**config.mk**
```make
export PLATFORM = sky130hd
export DESIGN_NAME = bus_responder_flat
export DESIGN_NICKNAME = d
export VERILOG_FILES = /design/src/rtl/bus_responder_if.sv /design/src/rtl/bus_responder.sv /design/src/flat_wrapper.sv
export SDC_FILE = /design/constraint.sdc
export NUM_CORES = 1
export LEC_CHECK = 0
export CAP_MARGIN = 20
export CELL_PAD_IN_SITES_DETAIL_PLACEMENT = 0
export CELL_PAD_IN_SITES_GLOBAL_PLACEMENT = 1
export CORE_ASPECT_RATIO = 0.6
export CORE_MARGIN = 2
export CORE_UTILIZATION = 30
export CTS_CLUSTER_DIAMETER = 30
export DETAILED_ROUTE_END_ITERATION = 8
export PLACE_DENSITY_LB_ADDON = 0.1
export SYNTH_ARGS = -nofsm -noshare
export SYNTH_HDL_FRONTEND = slang
export SYNTH_SLANG_ARGS = --single-unit
```
**constraint.sdc**
```tcl
create_clock -name clk -period 4.2 [get_ports clk]
set_input_delay 0.63 -clock clk [delete_from_list [all_inputs] [get_ports clk]]
set_output_delay 0.63 -clock clk [all_outputs]
set_load 0.02 [all_outputs]
```
**src/rtl/bus_responder_if.sv**
```systemverilog
// rtl/bus_responder_if.sv - CPU bus and chip-select bundle between the CPU/decoder and the responder
//
// Purpose: groups the CPU bus-cycle handshake, the decoded region selects and
// the bus-error status into one bundle.
// Signals:
//   as_n          CPU address strobe, active low
//   flash_ce      flash select, active low
//   wram_ce       work RAM select, active low
//   eeprom_ce     EEPROM select, active low
//   expansion_ce  expansion select, active low
//   pio_ce        PIO select, active high
//   exp_dtack_n   acknowledge from the expansion header, active low
//   berr_clear    single-cycle pulse clearing berr_flag
//   dtack_n       data-transfer acknowledge to the CPU, active low
//   berr_n        bus error to the CPU, active low
//   busy          a bus cycle is in progress
//   berr_flag     sticky bus-error indication
// Modports: master = CPU/decoder side, slave = responder side.
interface bus_responder_if;
  logic as_n;
  logic flash_ce;
  logic wram_ce;
  logic eeprom_ce;
  logic expansion_ce;
  logic pio_ce;
  logic exp_dtack_n;
  logic berr_clear;
  logic dtack_n;
  logic berr_n;
  logic busy;
  logic berr_flag;

  modport master (
    output as_n, flash_ce, wram_ce, eeprom_ce, expansion_ce, pio_ce,
    output exp_dtack_n, berr_clear,
    input  dtack_n, berr_n, busy, berr_flag
  );

  modport slave (
    input  as_n, flash_ce, wram_ce, eeprom_ce, expansion_ce, pio_ce,
    input  exp_dtack_n, berr_clear,
    output dtack_n, berr_n, busy, berr_flag
  );
endinterface

```
**src/rtl/bus_responder.sv**
```systemverilog
// rtl/bus_responder.sv - CPU bus-cycle responder generating DTACK#/BERR# per decoded region
//
// Purpose: on an address strobe, latches the decoded region, waits that
// region's wait-state count (or relays the expansion acknowledge) and drives
// dtack_n; raises berr_n when the expansion header or an unmapped access
// fails to acknowledge within TIMEOUT cycles.
// Ports:
//   clk      system clock, CPU bus synchronous to it
//   reset_n  asynchronous active-low reset
//   bus      bus_responder_if.slave: as_n, region selects, exp_dtack_n,
//            berr_clear in; dtack_n, berr_n, busy, berr_flag out
module bus_responder #(
  parameter int FLASH_WS  = 2,
  parameter int WRAM_WS   = 0,
  parameter int EEPROM_WS = 3,
  parameter int PIO_WS    = 1,
  parameter int TIMEOUT   = 64,
  parameter int CNT_W     = 7
) (
  input  logic           clk,
  input  logic           reset_n,
  bus_responder_if.slave bus
);

  typedef enum logic [1:0] {
    IDLE,
    WAIT,
    ACK,
    BERR
  } state_t;

  typedef enum logic [2:0] {
    R_NONE,
    R_FLASH,
    R_WRAM,
    R_EEPROM,
    R_PIO,
    R_EXP
  } region_t;

  localparam logic [CNT_W-1:0] FLASH_LOAD   = CNT_W'(FLASH_WS);
  localparam logic [CNT_W-1:0] WRAM_LOAD    = CNT_W'(WRAM_WS);
  localparam logic [CNT_W-1:0] EEPROM_LOAD  = CNT_W'(EEPROM_WS);
  localparam logic [CNT_W-1:0] PIO_LOAD     = CNT_W'(PIO_WS);
  localparam logic [CNT_W-1:0] TIMEOUT_LAST = CNT_W'(TIMEOUT - 1);

  state_t             state_q, state_d;
  region_t            region_q, region_d;
  logic [CNT_W-1:0]   cnt_q, cnt_d;
  logic               dtack_q, dtack_d;
  logic               berr_q, berr_d;
  logic               flag_q, flag_d;
  logic               count_up_region;

  always_ff @(posedge clk or negedge reset_n) begin
    if (!reset_n) begin
      state_q  <= IDLE;
      region_q <= R_NONE;
      cnt_q    <= '0;
      dtack_q  <= 1'b1;
      berr_q   <= 1'b1;
      flag_q   <= 1'b0;
    end else begin
      state_q  <= state_d;
      region_q <= region_d;
      cnt_q    <= cnt_d;
      dtack_q  <= dtack_d;
      berr_q   <= berr_d;
      flag_q   <= flag_d;
    end
  end

  // Expansion and unmapped cycles share the count-up timeout path; internal
  // regions count their wait states down to zero.
  assign count_up_region = (region_q == R_EXP) || (region_q == R_NONE);

  always_comb begin
    state_d  = state_q;
    region_d = region_q;
    cnt_d    = cnt_q;
    dtack_d  = dtack_q;
    berr_d   = berr_q;
    // A bus error raised on the same edge overrides the clear below.
    flag_d   = bus.berr_clear ? 1'b0 : flag_q;

    case (state_q)
      IDLE: begin
        if (!bus.as_n) begin
          state_d = WAIT;
          if (!bus.flash_ce) begin
            region_d = R_FLASH;
            cnt_d    = FLASH_LOAD;
          end else if (!bus.wram_ce) begin
            region_d = R_WRAM;
            cnt_d    = WRAM_LOAD;
          end else if (!bus.eeprom_ce) begin
            region_d = R_EEPROM;
            cnt_d    = EEPROM_LOAD;
          end else if (bus.pio_ce) begin
            region_d = R_PIO;
            cnt_d    = PIO_LOAD;
          end else if (!bus.expansion_ce) begin
            region_d = R_EXP;
            cnt_d    = '0;
          end else begin
            region_d = R_NONE;
            cnt_d    = '0;
          end
        end
      end

      WAIT: begin
        // CPU abandoning the cycle wins over any acknowledge or timeout.
        if (bus.as_n) begin
          state_d = IDLE;
          cnt_d   = '0;
        end else if (count_up_region) begin
          if ((region_q == R_EXP) && !bus.exp_dtack_n) begin
            dtack_d = 1'b0;
            state_d = ACK;
          end else if (cnt_q == TIMEOUT_LAST) begin
            berr_d  = 1'b0;
            flag_d  = 1'b1;
            state_d = BERR;
          end else begin
            cnt_d = cnt_q + 1'b1;
          end
        end else if (cnt_q == '0) begin
          dtack_d = 1'b0;
          state_d = ACK;
        end else begin
          cnt_d = cnt_q - 1'b1;
        end
      end

      ACK, BERR: begin
        if (bus.as_n) begin
          dtack_d = 1'b1;
          berr_d  = 1'b1;
          cnt_d   = '0;
          state_d = IDLE;
        end
      end

      default: begin
        state_d = IDLE;
      end
    endcase
  end

  assign bus.dtack_n   = dtack_q;
  assign bus.berr_n    = berr_q;
  assign bus.busy      = (state_q != IDLE);
  assign bus.berr_flag = flag_q;

endmodule

```
**src/flat_wrapper.sv**
```systemverilog
// flat-port wrapper written by rule: the top's interface ports become plain ports
module bus_responder_flat 
#(
  parameter int FLASH_WS  = 2,
  parameter int WRAM_WS   = 0,
  parameter int EEPROM_WS = 3,
  parameter int PIO_WS    = 1,
  parameter int TIMEOUT   = 64,
  parameter int CNT_W     = 7
)
  (clk, reset_n, bus_as_n, bus_flash_ce, bus_wram_ce, bus_eeprom_ce, bus_expansion_ce, bus_pio_ce, bus_exp_dtack_n, bus_berr_clear, bus_dtack_n, bus_berr_n, bus_busy, bus_berr_flag);
  bus_responder_if bus_i ();
  input  logic clk;
  input  logic reset_n;
  input wire logic [$bits(bus_i.as_n)-1:0] bus_as_n;
  input wire logic [$bits(bus_i.flash_ce)-1:0] bus_flash_ce;
  input wire logic [$bits(bus_i.wram_ce)-1:0] bus_wram_ce;
  input wire logic [$bits(bus_i.eeprom_ce)-1:0] bus_eeprom_ce;
  input wire logic [$bits(bus_i.expansion_ce)-1:0] bus_expansion_ce;
  input wire logic [$bits(bus_i.pio_ce)-1:0] bus_pio_ce;
  input wire logic [$bits(bus_i.exp_dtack_n)-1:0] bus_exp_dtack_n;
  input wire logic [$bits(bus_i.berr_clear)-1:0] bus_berr_clear;
  output wire logic [$bits(bus_i.dtack_n)-1:0] bus_dtack_n;
  output wire logic [$bits(bus_i.berr_n)-1:0] bus_berr_n;
  output wire logic [$bits(bus_i.busy)-1:0] bus_busy;
  output wire logic [$bits(bus_i.berr_flag)-1:0] bus_berr_flag;
  assign bus_i.as_n = bus_as_n;
  assign bus_i.flash_ce = bus_flash_ce;
  assign bus_i.wram_ce = bus_wram_ce;
  assign bus_i.eeprom_ce = bus_eeprom_ce;
  assign bus_i.expansion_ce = bus_expansion_ce;
  assign bus_i.pio_ce = bus_pio_ce;
  assign bus_i.exp_dtack_n = bus_exp_dtack_n;
  assign bus_i.berr_clear = bus_berr_clear;
  assign bus_dtack_n = bus_i.dtack_n;
  assign bus_berr_n = bus_i.berr_n;
  assign bus_busy = bus_i.busy;
  assign bus_berr_flag = bus_i.berr_flag;
  bus_responder #(.FLASH_WS(FLASH_WS), .WRAM_WS(WRAM_WS), .EEPROM_WS(EEPROM_WS), .PIO_WS(PIO_WS), .TIMEOUT(TIMEOUT), .CNT_W(CNT_W)) u_core (.clk(clk), .reset_n(reset_n), .bus(bus_i));
endmodule
```
==> results.py <==
metrics = {
    "worst_setup_path": {
        "crit_family": "compound AO/OA/AOI/OAI gates",
        "critPathMaxFanout": 6,
        "worstPathArrival_ns": 2.68,
        "crit_chain": "xor2_1 -> nor2_1 -> inv_1 -> fa_1 -> a211oi_2 -> o21bai_1 -> a211o_1 -> a211o_1 -> o211ai_1",
        "r2r_slack_ns": 1.69,
        "crit_buf_inv": 1,
        "critical_path.startpoint_type": "flip-flop",
        "end_kind": "flip-flop",
        "cp_slowest_cell": "fa_1",
        "cpMostUsedCell": "a211o_1",
        "critical_path_class": "flip-flop to flip-flop",
        "cp_data_required_time_ns": 4.37,
        "cpPeakStageDelay_ns": 0.46,
    },
    "logic_synthesis": {
        "yosys_warnings": 0,
        "synth_area_per_cell_um2": 9.13,
        "synth.net_count": 124,
        "synth_seq_area_share_pct": 38.3,
        "ys_ff_latch": 15,
        "syn_inst": 108,
        "syn_area_um2": 986,
        "ys_types": 38,
    },
    "layout": {
        "layout-area-overhead-vs-synth_pct": 23.1,
        "drive_above_1_share_pct": 9.68,
        "fin_nets": 141,
        "mostFrequentLayoutCells": "clkdlybuf4s50_1 (13), dfrtp_1 (13), inv_1 (10)",
        "n_antenna_cell": 0,
    },
    "grt": {
        "grt-ovfl-total": 0,
        "grt_max_degree": 16,
        "grt_pass1_wl_um": 3910,
        "antenna_found_initial": 0,
        "grt_pass1_vias": 830,
        "track_usage_pct": 13.2,
    },
    "timing": {
        "tightest_slew_ns": 0.691,
        "finalCriticalPeriod_ns": 2.51,
        "max_slew_margin_pct": 53.8,
        "maxSlewViolCount": 0,
        "rsz0062_at_grt": "false",
        "finalSetupViolCount": 0,
        "setup_tns_ns": 0,
        "fin_skew_ns": 0.00451,
        "fmax_mhz": 399,
        "hold_viol": 0,
        "period_share_pct": 59.7,
    },
    "detailed_routing": {
        "vias": 844,
        "wirelength_um": 2180,
        "wl_per_cell_um": 12.9,
        "firstDrtPassIters": 4,
        "routed_via_density": 4.99,
        "antenna_left": 0,
        "drcViolationCount": 0,
        "drt_iter0_drc": 71,
    },
    "clocking": {
        "cts-root-buf": "clkbuf_8",
        "clockBufferDepth": 2,
        "cts_setup_buffers": 0,
        "clock_tree.htree_level_count": 1,
        "clkTransAtPathRegs_ns": 0.06,
        "cts-buffers-inserted": 3,
        "cts-resized-gates": 0,
        "clk_latency_ns": 0.25,
        "clock_sinks": 15,
        "cts_hold_buf": 0,
        "cts_tree": "done",
    },
    "hold_path": {
        "holdCritPathClass": "flip-flop to flip-flop",
    },
    "flow_run": {
        "cap_violations": 0,
    },
    "floorplan": {
        "start_util_pct": 30.8,
        "dieArea_mm2": 0.00378,
        "die_w_um": 78.0,
        "die_h_um": 48.4,
        "rows": 16,
        "design.portCount": 14,
        "core_area_mm2": 0.00320,
    },
    "place": {
        "hpwl_um": 1730,
        "port_buffers": 13,
        "gp_congestion": 0.873,
    },
    "power_and_ir_drop": {
        "cellLeakagePower_uw": 0.000522,
        "power-per-cell-area_mw_per_mm2": 817,
        "irDropWorstVdd_v": 0.000214,
        "power.total_uw": 992,
    },
    "outcome": {
        "status": "completed",
    },
}
-- power breakdown --
part	leakage [uW]	total (uW)	switching [uW]	internal (uW)
Sequential	0.000189	259	57.4	201
Combinational	0.000308	615	337	278
Clock	0.0000255	118	51.8	65.8
-- registers in the layout, indices dropped and copies added, names as in the netlist --
| name | count |
|---|---|
| u_core.bus.berr_n | 1 |
| u_core.bus.berr_flag | 1 |
| u_core.region_q | 3 |
| u_core.state_q | 2 |
| u_core.cnt_q | 7 |
| u_core.bus.dtack_n | 1 |
-- per-stage QoR --
step	hold WS (ns)	setup WS [ns]	utilization, %	instance area [um2]	cells
2_1_floorplan	0.334	1.86	-	986	108
6_report	0.537	1.69	37.9	1210	169
4_1_cts	0.539	1.69	37.9	1210	169
3_5_place_dp	0.526	1.69	36.4	1170	165
5_1_grt	0.552	1.49	37.9	1210	169
3_3_place_gp	0.526	1.72	36.4	1170	165
-- path summary, 6_finish.rpt --
path / start / endpoint / cells past startpoint
min in group asynchronous: reset_n / u_core.state_q[1] / 1
worst max register to register: u_core.region_q[2] / u_core.cnt_q[6] / 9
worst min-delay path: u_core.bus.berr_flag / u_core.bus.berr_flag / 2
max in group asynchronous: reset_n / u_core.cnt_q[6] / 1
worst max-delay path: u_core.region_q[2] / u_core.cnt_q[6] / 9
worst min register to register: u_core.bus.berr_flag / u_core.bus.berr_flag / 2
-- cell type report --
type,instances,area (um2)
fillers,324,1990
multi-input cells,82,566
flip-flops and latches,15,378
repair buffers,13,130
well taps,45,56.3
clock buffers,3,41.3
inverters,10,37.5
clock inverters,1,5.00
-- tightest hold or removal path, stage by stage (launching register included) --
cell and delay [ns]:
dfrtp_1 0.38, inv_1 0.05, o21ai_0 0.07
-- layer usage --
metal / global-route usage [%] / part of all wire, % / vias to the layer above / routed length [um]
met3: 4.66 / 4.6 / 3 / 100
li1: - / - / 432 / -
met2: 18.1 / 37 / 13 / 805
met5: 0 / 0 / - / 0
met1: 20.2 / 58 / 396 / 1260
met4: 1.75 / 0.46 / 0 / 10
-- cells in the mapped netlist --
master | n | area share (%)
o22a_1 | 1 | 0.89
inv_1 | 10 | 3.8
a211o_1 | 2 | 1.8
o21ai_1 | 1 | 0.51
a21o_2 | 2 | 1.8
nand4_1 | 1 | 0.63
a21oi_1 | 8 | 4.1
nor2b_1 | 1 | 0.63
ha_1 | 5 | 6.3
fa_1 | 1 | 2.0
mux2_2 | 2 | 2.3
a22o_1 | 1 | 0.89
or2_2 | 1 | 0.63
a22oi_1 | 2 | 1.5
nand3_1 | 2 | 1.0
o31a_1 | 1 | 0.89
dfrtp_1 | 13 | 33
a31oi_1 | 1 | 0.63
a41oi_1 | 1 | 0.89
nor3_1 | 1 | 0.51
nor4_1 | 2 | 1.3
o2bb2ai_1 | 5 | 4.4
o21bai_1 | 1 | 0.76
and3_1 | 1 | 0.63
o211ai_1 | 2 | 1.5
nor2_1 | 9 | 3.4
xnor2_1 | 1 | 0.89
buf_2 | 1 | 0.51
o21a_1 | 2 | 1.5
nand2_1 | 8 | 3.0
nand2b_1 | 2 | 1.3
or3_1 | 1 | 0.63
xor2_1 | 4 | 3.6
o21ai_0 | 7 | 3.6
nand3b_1 | 1 | 0.76
dfstp_2 | 2 | 5.3
o221ai_1 | 1 | 0.89
a211oi_2 | 1 | 1.3
-- cell families (layout without fill, tap and decap cells) --
family | Yosys count | after routing | synth area share (%)
compound gates | 39 | 39 | 27.8
simple gates | 30 | 30 | 14.5
flops | 15 | 15 | 38.3
buf+inv | 11 | 27 | 4.31
fa+ha+maj | 6 | 6 | 8.38
xor+xnor | 5 | 5 | 4.44
mux | 2 | 2 | 2.28
Note: power is estimated with default switching activity, not from simulation.
